### src/rtl/serial_adder_pkg.sv
// serial_adder_pkg: shared FSM state type, default operand width and counter-width helper
// for the bit-serial adder.
package serial_adder_pkg;

   typedef enum logic [1:0] {
      IDLE  = 2'd0,
      ADD   = 2'd1,
      CARRY = 2'd2,
      DONE  = 2'd3
   } state_e;

   localparam int WIDTH_DEF = 8;

   // The bit counter must still exist when WIDTH is 1, so it is never narrower than one bit.
   function automatic int cnt_width(input int w);
      return (w > 1) ? $clog2(w) : 1;
   endfunction

endpackage

### src/rtl/serial_adder_piso_register.sv
// piso_register: parallel-in serial-out shift register, LSB first.
// Ports: clk, rst (async, active-high, clears contents), load_i (parallel load, wins over shift),
//        shift_i (shift right with zero fill), d_i [W-1:0] (parallel data), lsb_o (current serial bit).
module piso_register #(
   parameter int W = 8
) (
   input  logic         clk,
   input  logic         rst,
   input  logic         load_i,
   input  logic         shift_i,
   input  logic [W-1:0] d_i,
   output logic         lsb_o
);

   logic [W-1:0] data_q;

   always_ff @(posedge clk or posedge rst) begin
      if (rst)          data_q <= '0;
      else if (load_i)  data_q <= d_i;
      else if (shift_i) data_q <= data_q >> 1;
   end

   assign lsb_o = data_q[0];

endmodule

### src/rtl/serial_adder_core.sv
// serial_adder_core: bit-serial add engine, LSB first, final carry emitted as the last bit.
// Ports: clk, rst (async, active-high), start (accepted only in IDLE), op_a/op_b [WIDTH-1:0]
//        (captured on the accepting edge), sub (only with SERIAL_SUB_EN: A-B instead of A+B),
//        sum_bit (serial result bit), sum_valid (shift enable for the downstream register),
//        busy (not IDLE), done (one-cycle pulse after the carry bit).
// Build option: define SERIAL_SUB_EN to add the sub port and two's-complement subtraction.
module serial_adder_core
   import serial_adder_pkg::*;
#(
   parameter int WIDTH = WIDTH_DEF
) (
   input  logic             clk,
   input  logic             rst,
   input  logic             start,
   input  logic [WIDTH-1:0] op_a,
   input  logic [WIDTH-1:0] op_b,
`ifdef SERIAL_SUB_EN
   input  logic             sub,
`endif
   output logic             sum_bit,
   output logic             sum_valid,
   output logic             busy,
   output logic             done
);

   localparam int CW = cnt_width(WIDTH);

   state_e          state_q, state_d;
   logic            carry_q, carry_d;
   logic [CW-1:0]   cnt_q, cnt_d;
   logic            a_bit, b_bit;
   logic            accept, adding;
   logic [WIDTH-1:0] b_load;
   logic            carry_init;

   // Subtraction is A + ~B + 1: invert B on load and seed the carry with 1.
`ifdef SERIAL_SUB_EN
   assign b_load     = sub ? ~op_b : op_b;
   assign carry_init = sub;
`else
   assign b_load     = op_b;
   assign carry_init = 1'b0;
`endif

   assign accept = (state_q == IDLE) && start;
   assign adding = (state_q == ADD);

   piso_register #(.W(WIDTH)) u_a_reg (
      .clk     (clk),
      .rst     (rst),
      .load_i  (accept),
      .shift_i (adding),
      .d_i     (op_a),
      .lsb_o   (a_bit)
   );

   piso_register #(.W(WIDTH)) u_b_reg (
      .clk     (clk),
      .rst     (rst),
      .load_i  (accept),
      .shift_i (adding),
      .d_i     (b_load),
      .lsb_o   (b_bit)
   );

   always_ff @(posedge clk or posedge rst) begin
      if (rst) begin
         state_q <= IDLE;
         carry_q <= 1'b0;
         cnt_q   <= '0;
      end else begin
         state_q <= state_d;
         carry_q <= carry_d;
         cnt_q   <= cnt_d;
      end
   end

   always_comb begin
      state_d   = state_q;
      carry_d   = carry_q;
      cnt_d     = cnt_q;
      sum_bit   = 1'b0;
      sum_valid = 1'b0;
      busy      = (state_q != IDLE);
      done      = 1'b0;
      case (state_q)
         IDLE: begin
            if (start) begin
               state_d = ADD;
               carry_d = carry_init;
               cnt_d   = '0;
            end
         end
         ADD: begin
            sum_bit   = a_bit ^ b_bit ^ carry_q;
            sum_valid = 1'b1;
            carry_d   = (a_bit & b_bit) | (a_bit & carry_q) | (b_bit & carry_q);
            // The counter parks at WIDTH-1 on the last bit instead of wrapping.
            if (cnt_q == CW'(WIDTH - 1)) state_d = CARRY;
            else                         cnt_d   = cnt_q + 1'b1;
         end
         CARRY: begin
            sum_bit   = carry_q;
            sum_valid = 1'b1;
            state_d   = DONE;
         end
         DONE: begin
            done    = 1'b1;
            state_d = IDLE;
         end
      endcase
   end

endmodule

### config.mk
export PLATFORM = sky130hd
export DESIGN_NAME = serial_adder_core
export DESIGN_NICKNAME = d
export VERILOG_FILES = /design/src/rtl/serial_adder_pkg.sv /design/src/rtl/serial_adder_piso_register.sv /design/src/rtl/serial_adder_core.sv
export SDC_FILE = /design/constraint.sdc
export NUM_CORES = 1
export LEC_CHECK = 0
export BUFFER_PORTS_ARGS = -buffer_cell sky130_fd_sc_hd__buf_4
export CORE_MARGIN = 2
export CORE_UTILIZATION = 54
export CTS_CLUSTER_SIZE = 25
export DETAILED_ROUTE_END_ITERATION = 8
export PLACE_DENSITY = 0.74
export SLEW_MARGIN = 20
export SYNTH_ARGS = -nofsm -noshare
export SYNTH_HDL_FRONTEND = slang
export SYNTH_SLANG_ARGS = --single-unit
### constraint.sdc
create_clock -name clk -period 1.69 [get_ports clk]
set_input_delay 0.169 -clock clk [delete_from_list [all_inputs] [get_ports clk]]
set_output_delay 0.169 -clock clk [all_outputs]
set_load 0.1 [all_outputs]
==> summary.md, run 1 <==
| Metric | Value |
|---|---|
| Status | finished with violations |
| Violated checks | setup timing |
| Peak VDD IR | 1.60 mV |
| Dpl hpwl | 1450 microns |
| Die height | 52.8 microns |
| CP top delay family | adder cells |
| Post-synth top cells | dfrtp_1, nand2_1, o21ai_2 |
| Lkg Pwr | 0.704 nW |
| Clock power share | 7.2% |
| CTS tree | built |
| Fraction of layout cells with a size suffix above 1 | 39.3% |
| Data arrival, critical path | 1.66 ns |
| FP Rows | 17 |
| CP Class | reg -> out |
| Slew @ Worst Pin | 0.276 ns |
| Clock transition at path regs | around 0.11 ns |
| Global route overflow | 0 |
| Number of synthesized flops with an enable pin | 0 |
| Hold crit path type | in -> reg |
| Vias in the first global route | 847 |
| RSZ-0062 raised after global routing | true |
| DRT iter0 DRCs | 14 |
| Antenna Cells | 0 |
| GRT Total Usage | between 15 and 20% |
| Fraction of registers with async set/reset | 100% |
| Power per cell area | 2060 nW/um^2 |
| Number of buffers created by CTS | 3 |
| Initial antenna violation count | 0 |
| Pint | 0.00169 W |
| Unique cell type count in the Yosys netlist | 27 |
| WHS Path Cells | 3 |
| Final Hold Fails | 0 |
| CORE AREA | about 2200 sq um |
| Clk sinks | 22 |
| Antenna viol nets, final | 0 |
| Max Fanout on Critical Path | 2 |
| Total die area | 2790 sq um |
| Die X | 52.8 microns |
| WP buf/inv | 1 |
| Critical path depth | 4 |
| Initial Util | 57.6% |
| Multi-input gate area | between 600 and 700 sq um |
| Post-synthesis cell count | 116 |
| Sequential share of the synthesized area | 42.8% |
| Power share of the combinational group | between 60% and 70% |
| Psw | 0.00147 W |
| Count leader, synth | dfrtp_1 |
| Final slew viol count | 0 |
| Routed via count | roughly 880 |
| Fin nets | 169 |
| Layout Utilization | 68.7% |
| Hold Worst Slack | 0.0621 ns |
| CP max stage delay | 0.55 ns |
| First-pass GRT wire length | 3660 microns |
| Io pins | 23 |
| Cell type of the slowest stage on the worst timing path | fa_1 |
| Synth area leaders | dfrtp_1, mux2i_1, o21ai_2 |
| Max Cap Viol | 0 |
| Design Power | about 0.0032 W |
| Clock Latency Late Sink | 0.30 ns |
| Max clock buf depth | 2 |
| Post-Syn Nets | between 100 and 150 |
| Cells on worst reg2reg path | 5 |
| Synth Register Bits | 22 |
| Largest net degree at the start of global routing | 33 |
| Via/cell ratio | 5.26 |
| Non-Filler Instances | around 170 |
| Clock Skew | 0.00622 ns |
| P&R area growth vs syn | 19.2% |
| Sw frac | 46.5% |
| Sequential Power Share | 29.6% |
| WL per Instance | 12.2 microns |
| H-tree levels | 1 |
| Sequential cell area | 551 sq um |
| Synth area leader | dfrtp_1 |
| Final setup vio count | 1 |
| Total number of yosys warnings | 0 |
| Relative slew margins | 81.6% |
| Tmin final | 1.83 ns |
| Max frequency | 545 MHz |
| Initial DRT Pass Iterations | 4 |
| Crit. End Element | primary output |
| Clock root cell | clkbuf_4 |
| Startpoint Class | flop |
| Period Utilization, post-route | 108% |
| Worst path cell trace | fa_1, a22oi_2, nor2b_4, buf_12 |
| Top FF cell, synth | dfrtp_1 |
| Final WS setup | -0.143 ns |
| Synth top area share | a little over two fifths |
| GPL Wtd Cong | about 0.72 |
| Required @ worst endpoint | 1.52 ns |
| Synth Area per Inst | 11.1 sq um |
| Mapped Area | roughly 1300 sq um |
| Port bufs | 22 |
| Post-Route WL | between 2000 and 2500 microns |
| Residual DRC | 0 |
| Fillers | 181 |
| Cells after DPL | 163 |
-- placed cells by master, fill, tap and decap left out, types with 2 or more instances in the layout --
cell type / n
a21oi_1: 2
and2_1: 2
and2b_4: 2
buf_12: 2
buf_4: 25
clkbuf_4: 3
dfrtp_1: 22
ha_1: 6
inv_1: 3
mux2i_1: 15
nand2_1: 17
nand2b_1: 3
nand3_1: 2
nor2b_1: 2
o211ai_1: 2
o21ai_0: 3
o21ai_2: 16
-- per-stage QoR --
stage,TNS [ns],setup WS [ns],instance area [sq um]
after global routing,-0.218,-0.211,1540
after detailed placement,0,0.0952,1480
final,-0.143,-0.143,1540
after floorplan,0,0.00583,1310
after global placement,0,0.112,1480
after CTS,-0.137,-0.137,1540
-- worst paths after layout --
kind / from / slack, ns / endpoint
worst min-delay path: op_b[4] / 0.06 / u_b_reg.data_q[4]
max in group asynchronous: rst / 1.02 / u_a_reg.data_q[5]
worst max-delay path: u_b_reg.data_q[0] / -0.14 / sum_bit
worst max register to register: cnt_q[0] / 0.08 / state_q[1]
min in group asynchronous: rst / 0.45 / cnt_q[2]
worst min register to register: u_a_reg.data_q[7] / 0.56 / u_a_reg.data_q[7]
-- logic make-up (layout without fill, tap and decap cells) --
kind of cell | count (synthesis) | after routing | synth area share, %
AOI/OAI and AO/OA | 27 | 27 | 16.4
adders and majority gates | 8 | 8 | 8.36
buffers and inverters | 11 | 35 | 6.80
DFF | 22 | 22 | 42.8
muxes | 16 | 16 | 12.8
and+or+nand+nor | 32 | 32 | 12.8
-- cell type report --
cell class                 instances  share of cell area, %
timing repair buffer              28                   15.5
tap                               28                   2.28
inverter                           4                  0.978
sequential                        22                   35.9
multi-input combinational         83                   43.9
clock buffer                       3                   1.47
-- power groups by stage --
stage	sequential (W)	combinational (W)	clock (W)
after floorplan	0.000903	0.00173	0
after global placement	0.000936	0.00188	0
after detailed placement	0.000947	0.00193	0
after CTS	0.000936	0.00201	0.000232
after global routing	0.000974	0.00217	0.000268
final	0.000933	0.00200	0.000226
-- sequential cells by signal, indices dropped and copies added (netlist names) --
name / flops
carry_q: 1
cnt_q: 3
state_q: 2
u_a_reg.data_q: 8
u_b_reg.data_q: 8
-- per-layer routing --
metal	global-route usage [%]	share of wire [%]	vias to the layer above
met1	23.3	47	414
li1	-	-	449
met5	0	0	-
met3	3.43	2.7	5
met2	30.2	49	16
met4	7.69	1.4	0
-- worst register-to-register path: stages, from the launching register on --
cell and delay, ns:
dfrtp_1 0.43, ha_1 0.21, ha_1 0.22, and2b_4 0.31
nor2_4 0.05, mux2_4 0.29
-- what timing repair did --
| action | 4_1_cts | 5_1_grt |
|---|---|---|
| setup buffers | 1 | 0 |
| hold endpoints to repair | 22 | 0 |
| endpoints found under the setup margin | 1 | 2 |
| resized for setup | 4 | 0 |
| pin swaps | 0 | 1 |
| hold buffers | 1 | 0 |
| gates cloned | 0 | 0 |
(Power assumes the default switching activity.)
==> inputs of run 2 (changes only) <==
--- a/config.mk
+++ b/config.mk
@@ -14,4 +14,5 @@
 export SLEW_MARGIN = 20
 export SYNTH_ARGS = -nofsm -noshare
 export SYNTH_HDL_FRONTEND = slang
+export SYNTH_HIERARCHICAL = 1
 export SYNTH_SLANG_ARGS = --single-unit
==> summary.md, run 2 <==
| Metric | Value |
|---|---|
| Required @ worst endpoint | 1.52 ns (about the same) |
| Fillers | 184 (+1.7%) |
| Max Cap Viol | 0 (unchanged) |
| Io pins | 23 (unchanged) |
| Fraction of registers with async set/reset | 100% (unchanged) |
| Post-Syn Nets | 143 (unchanged) |
| Number of buffers created by CTS | 3 (unchanged) |
| Sequential cell area | 551 sq um (unchanged) |
| Power per cell area | 2050 nW/um^2 (-0.25%) |
| Sequential share of the synthesized area | 45.5% (+2.7 points) |
| Top FF cell, synth | dfrtp_1 |
| Fraction of layout cells with a size suffix above 1 | 28.3% (-11 points) |
| Post-synth top cells | dfrtp_1, nand2_1, mux2i_1, o21ai_1, ha_1 |
| Synth Register Bits | 22 (unchanged) |
| Crit. End Element | primary output |
| Placed cell areas | 1430 sq um (-3.1%) |
| Clk sinks | 22 (unchanged) |
| Startpoint Class | flop |
| Most frequent cells in the layout | buf_4, dfrtp_1, nand2_1 |
| CP Class | reg -> out |
| Mapped Area | 1210 sq um (-5.9%) |
| Post-synthesis cell count | 116 (unchanged) |
| Clock transition at path regs | 0.11 ns (about the same) |
| Commonest non-fill, non-tap cell in the layout | buf_4 |
| Count leader, synth | dfrtp_1 |
| Initial antenna violation count | 0 (unchanged) |
| Global route overflow | 0 (unchanged) |
| Number of synthesized flops with an enable pin | 0 (unchanged) |
| Hold Path Origin | op_a[7] |
| Final Hold Fails | 0 (unchanged) |
| Final WS setup | -0.126 ns (+0.0170 ns) |
| Initial Util | 55.8% (-1.8 points) |
| Clock root cell | clkbuf_4 |
| Max clock buf depth | 2 (unchanged) |
| Max Fanout on Critical Path | 2 (unchanged) |
| FP Rows | 17 (unchanged) |
| DRT iter0 DRCs | 15 (+1) |
| RSZ-0062 raised after global routing | true |
| Antenna viol nets, final | 0 (unchanged) |
| Multi-input gate area | 621 sq um (-8.0%) |
| Final setup vio count | 1 (unchanged) |
| Violated checks | setup timing |
| Status | finished with violations |
| Slew @ Worst Pin | 0.317 ns (+0.0414 ns) |
| Initial DRT Pass Iterations | 4 (unchanged) |
| Cells on worst reg2reg path | 5 (unchanged) |
| Synth Area in Compound Gates | 12.8% (-3.6 points) |
| Post-Synth Simple-Gate Area | 12.7% (-0.12 points) |
| Non-Filler Cell Area, Final | 1510 sq um (-1.9%) |
| Lkg Pwr | 0.715 nW (+1.6%) |
| Mux contribution to synthesized area | 13.6% (+0.81 points) |
| Antenna Cells | 0 (unchanged) |
| Data arrival, critical path | 1.65 ns (about the same) |
| Die height | 51.4 microns (-2.8%) |
| WL per Instance | 12.6 microns (+3.2%) |
| Largest net degree at the start of global routing | 14 (-58%) |
| Area share of fa/ha/maj cells after synthesis | 8.88% (+0.53 points) |
| Max frequency | 551 MHz (+0.94%) |
| GPL Wtd Cong | 0.674 (-6.8%) |
| Relative slew margins | 78.6% (-3.0 points) |
| Fin nets | 174 (+3.0%) |
| Die X | 51.4 microns (-2.8%) |
| Main combinational cell family by area after synthesis | multiplexers |
| Vias in the first global route | 884 (+4.4%) |
| Period Utilization, post-route | 107% (-1.0 points) |
| Clock Skew | 0.00495 ns (-0.00126 ns) |
| Residual DRC | 0 (unchanged) |
| WHS Path Cells | 3 (unchanged) |
| Hold Worst Slack | 0.0733 ns (+0.0112 ns) |
| Largest registers | u_a_reg/data_q (8), u_b_reg/data_q (8), cnt_q (3) |
| Total die area | 2640 sq um (-5.5%) |
| Post-Route WL | 2190 microns (+6.3%) |
| First-pass GRT wire length | 3810 microns (+4.1%) |
| Synth area leader | dfrtp_1 |
| Hold crit path type | in -> reg |
| Dpl hpwl | 1620 microns (+12%) |
| Via/cell ratio | 5.05 (-4.1%) |
| Worst R2R Start | state_q[0] |
| Unique cell type count in the Yosys netlist | 26 (-3.7%) |
| Hold endpoint | u_a_reg/data_q[7] |
| Total number of yosys warnings | 6 (+6) |
| CTS tree | built |
| H-tree levels | 1 (unchanged) |
| FF-to-FF setup slack | 0.12 ns (+0.04 ns) |
| R2R Path End | state_q[1] |
| Synth Area per Inst | 10.4 sq um (-5.9%) |
| Synth area leaders | dfrtp_1, mux2i_1, ha_1 |
| GRT Total Usage | 19.6% (+1.3 points) |
| Peak VDD IR | 1.67 mV (+4.4%) |
| Synth top area share | 45.5% (+2.7 points) |
| Final slew viol count | 0 (unchanged) |
| Tmin final | 1.82 ns (-0.0170 ns) |
| Clock Latency Late Sink | 0.30 ns (about the same) |
| CORE AREA | 2170 sq um (-2.9%) |
| Xor/xnor cell area share of the yosys netlist | 0% (unchanged) |
| P&R area growth vs syn | 24.4% |
| Routed via count | 873 (-1.2%) |
| Port bufs | 22 (unchanged) |
run 2: cell count changes after synthesis, moves of 2 or more:
cell	previous run	this run
o21ai_2	16	0
and2b_4	2	0
nor2b_1	3	1
nand3_1	2	0
nand3b_1	0	2
a221o_1	0	2
o211ai_1	2	0
inv_1	4	6
nand2b_1	3	5
o21ai_1	1	15
nand2_1	17	19
run 2: cell families after synthesis:
logic type / count (synthesis)
and+or+nand+nor: 32
AOI/OAI and AO/OA: 26
DFF: 22
muxes: 16
buffers and inverters: 12
adders and majority gates: 8
run 2: what timing repair did:
action | 4_1_cts | 5_1_grt
hold buffers | 1 | 0
hold endpoints to repair | 22 | 0
setup endpoints to repair | 1 | 1
resized for setup | 5 | 3
pin swaps | 2 | 0
setup buffers | 1 | 0
run 2: cell type report:
class	count	share of cell area (%)
Multi-Input combinational cell	82	41.2
Clock buffer	3	1.50
Sequential cell	22	36.5
Inverter	7	1.74
Tap cell	28	2.33
Timing Repair Buffer	31	16.7
run 2: per-layer routing:
metal  track usage (%)  vias up  wire, microns
li1                  -      457              -
met1              25.3      399           1010
met2              32.3       15           1100
met3              3.51        2             63
met4              7.89        0             16
met5                 0        -              0
run 2: per-stage QoR:
stage | setup WS, ns | setup TNS [ns] | util [%] | instances | total power, W
finish | -0.126 | -0.126 | 69.4 | 173 | 0.00309
detailed placement | -0.00632 | -0.00632 | 66.0 | 168 | 0.00272
global placement | 0.0388 | 0 | 66.0 | 168 | 0.00267
CTS | -0.152 | -0.152 | 68.7 | 173 | 0.00305
global route | -0.199 | -0.199 | 69.4 | 173 | 0.00333
floorplan | 0.00157 | 0 | - | 116 | 0.00244
run 2: worst max path at each step:
stage,start,to
final,u_b_reg/data_q[0],sum_bit
after CTS,u_b_reg/data_q[0],sum_bit
after floorplan,carry_q,sum_bit
after global routing,u_b_reg/data_q[0],sum_bit
after global placement,state_q[1],sum_bit
after detailed placement,state_q[1],sum_bit
run 2: critical path, cell delays in order (launching register included):
cell	delay, ns
dfrtp_1	0.41
fa_1	0.55
a22oi_2	0.07
nor2b_4	0.13
buf_12	0.18
run 2: power by group:
group	switching, W	internal (W)
Combinational	0.00111	0.000810
Clock	0.000147	0.0000830
Sequential	0.000167	0.000775
Total	0.00142	0.00167
==> inputs of run 3 (changes only) <==
--- a/config.mk
+++ b/config.mk
@@ -6,6 +6,7 @@
 export NUM_CORES = 1
 export LEC_CHECK = 0
 export BUFFER_PORTS_ARGS = -buffer_cell sky130_fd_sc_hd__buf_4
+export CORE_ASPECT_RATIO = 1.1
 export CORE_MARGIN = 2
 export CORE_UTILIZATION = 54
 export CTS_CLUSTER_SIZE = 25
==> summary.md, run 3 (same netlist as run 2, synthesis figures left out) <==
| Metric | Value |
|---|---|
| Status | finished with violations |
| Violated checks | setup timing |
| GRT Total Usage | 20.5% (+0.98 points) |
| Vias in the first global route | 947 (+7.1%) |
| Cell type of the slowest stage on the worst timing path | fa_1 |
| CTS tree | built |
| Psw | 0.00143 W (+0.47%) |
| Sw frac | 44.2% (-1.9 points) |
| DRT iter0 DRCs | 8 (-7) |
| Initial Util | 58.7% (+2.9 points) |
| Worst Setup SP | u_b_reg/data_q[0] |
| Cells on worst reg2reg path | 6 (+1) |
| Initial antenna violation count | 0 (unchanged) |
| Die X | 49.2 microns (-4.3%) |
| Non-Filler Cell Area, Final | 1520 sq um (+0.58%) |
| Global route overflow | 0 (unchanged) |
| Slew @ Worst Pin | 0.302 ns (-0.0156 ns) |
| Placed cell areas | 1420 sq um (-0.70%) |
| Clock transition at path regs | 0.13 ns (+0.02 ns) |
| Pint | 0.00181 W (+8.3%) |
| Max frequency | 542 MHz (-1.6%) |
| Largest net degree at the start of global routing | 33 (+19) |
| Final slew viol count | 0 (unchanged) |
| Final setup vio count | 1 (unchanged) |
| Antenna viol nets, final | 0 (unchanged) |
| Worst R2R Start | state_q[1] |
| Worst setup endpoint | sum_bit |
| Total die area | 2640 sq um (about the same) |
| Required @ worst endpoint | 1.52 ns (about the same) |
| Largest registers | u_a_reg/data_q (8), u_b_reg/data_q (8), cnt_q (3) |
| Clock Latency Late Sink | 0.31 ns (about the same) |
| Most frequent cells in the layout | buf_4, dfrtp_1, nand2_1 |
| Initial DRT Pass Iterations | 4 (unchanged) |
| GPL Wtd Cong | 0.674 (about the same) |
| Fraction of layout cells with a size suffix above 1 | 26.6% (-1.7 points) |
| Sequential Power Share | 28.8% (-1.7 points) |
| Max Fanout on Critical Path | 2 (unchanged) |
| P&R area growth vs syn | 25.1% |
| Clock root cell | clkbuf_4 |
| Layout Utilization | 73.4% (+4.0 points) |
| Cells after DPL | 165 (-1.8%) |
| Non-Filler Instances | 171 (-1.2%) |
| Clk sinks | 22 (unchanged) |
| Lkg Pwr | 0.713 nW (-0.17%) |
| Dpl hpwl | 1680 microns (+3.2%) |
| Residual DRC | 0 (unchanged) |
| Fin nets | 171 (-1.7%) |
| Die height | 53.7 microns (+4.5%) |
| Power share of the combinational group | 58.7% (-3.4 points) |
| Startpoint Class | flop |
| Final Hold Fails | 0 (unchanged) |
| Io pins | 23 (unchanged) |
| Max clock buf depth | 2 (unchanged) |
| First-pass GRT wire length | 4040 microns (+6.0%) |
| Tmin final | 1.85 ns (+0.0302 ns) |
| FF-to-FF setup slack | 0.11 ns (about the same) |
| Antenna Cells | 0 (unchanged) |
| WL per Instance | 13.1 microns (+3.4%) |
| Crit. End Element | primary output |
| Clock power share | 12.5% (+5.1 points) |
| Number of buffers created by CTS | 3 (unchanged) |
| RSZ-0062 raised after global routing | true |
| Setup WS pre-CTS | 0.0700 ns (+0.0763 ns) |
| Post-Route WL | 2230 microns (+2.2%) |
| H-tree levels | 1 (unchanged) |
| FP Rows | 17 (unchanged) |
| CORE AREA | 2060 sq um (-4.9%) |
| Clock Skew | 0.00677 ns (+0.00182 ns) |
| Via/cell ratio | 5.17 (+2.4%) |
| Relative slew margins | 79.9% (+1.2 points) |
| Power per cell area | 2130 nW/um^2 (+4.1%) |
| Worst path cell trace | fa_1, a22oi_2, nor2b_4, buf_12 |
| Routed via count | 884 (+1.3%) |
| Final WS setup | -0.156 ns (-0.0302 ns) |
| Peak VDD IR | 1.70 mV (+1.5%) |
| CP max stage delay | 0.56 ns (about the same) |
| CP Class | reg -> out |
| Period Utilization, post-route | 109% (+1.8 points) |
| Fillers | 168 (-8.7%) |
| Data arrival, critical path | 1.68 ns (+0.03 ns) |
| R2R Path End | state_q[1] |
| Max Cap Viol | 0 (unchanged) |
| Port bufs | 22 (unchanged) |
| Commonest non-fill, non-tap cell in the layout | buf_4 |
| Hold crit path type | in -> reg |
==> run 3: power by group through the flow <==
| stage | registers (W) | clock network (W) | logic, W |
|---|---|---|---|
| detailed placement | 0.000947 | 0 | 0.00180 |
| CTS | 0.000932 | 0.000418 | 0.00188 |
| global placement | 0.000935 | 0 | 0.00173 |
| finish | 0.000932 | 0.000405 | 0.00190 |
| global route | 0.000963 | 0.000430 | 0.00208 |
| floorplan | 0.000901 | 0 | 0.00154 |
==> run 3: worst min-delay path by stage <==
stage                     startpoint           endpoint  slack [ns]  cells after the start
after floorplan                  rst            carry_q       -0.04                      1
after global placement           rst            carry_q        0.14                      2
after detailed placement         rst            carry_q        0.14                      2
after CTS                    op_a[6]  u_a_reg/data_q[6]        0.05                      3
after global routing         op_a[1]  u_a_reg/data_q[1]        0.06                      3
final                        op_b[7]  u_b_reg/data_q[7]        0.06                      3
==> run 3: per-stage QoR <==
stage | setup TNS (ns) | total power [W] | hold slack, ns
global route | -0.223 | 0.00348 | 0.0595
global placement | 0 | 0.00267 | 0.142
finish | -0.156 | 0.00323 | 0.0567
CTS | -0.176 | 0.00323 | 0.0487
floorplan | 0 | 0.00244 | -0.0400
detailed placement | 0 | 0.00274 | 0.138
==> run 3: what timing repair did <==
| item | CTS | global route |
|---|---|---|
| pin swaps | 2 | 0 |
| resized for setup | 4 | 2 |
| buffers inserted | 1 | 0 |
| endpoints found under the setup margin | 1 | 11 |
| hold buffers | 1 | 0 |
| cloned | 0 | 0 |
| hold endpoints to repair | 22 | 0 |
==> run 3: cell type report <==
type                       count  area, sq um  share of cell area, %
inverter                       7         26.3                   1.73
multi-input combinational     82          609                   40.2
timing repair buffer          28          241                   15.9
sequential                    22          551                   36.3
tap                           28         35.0                   2.31
clock inverter                 1         30.0                   1.98
clock buffer                   3         22.5                   1.49
==> run 3: critical path, delay by kind of cell, from the launching register on <==
family          cells  cell delay, ns
fa+ha+maj           1            0.56
flops               1            0.42
buf+inv             1            0.18
simple gates        1            0.14
compound gates      1            0.07
==> run 3: layer usage <==
layer	up-vias	track usage [%]	wire (microns)	part of all wire [%]
li1	449	-	-	-
met1	407	23.8	924	41
met2	23	39.0	1200	54
met3	5	3.33	76	3.4
met4	0	7.14	31	1.4
met5	-	0	0	0
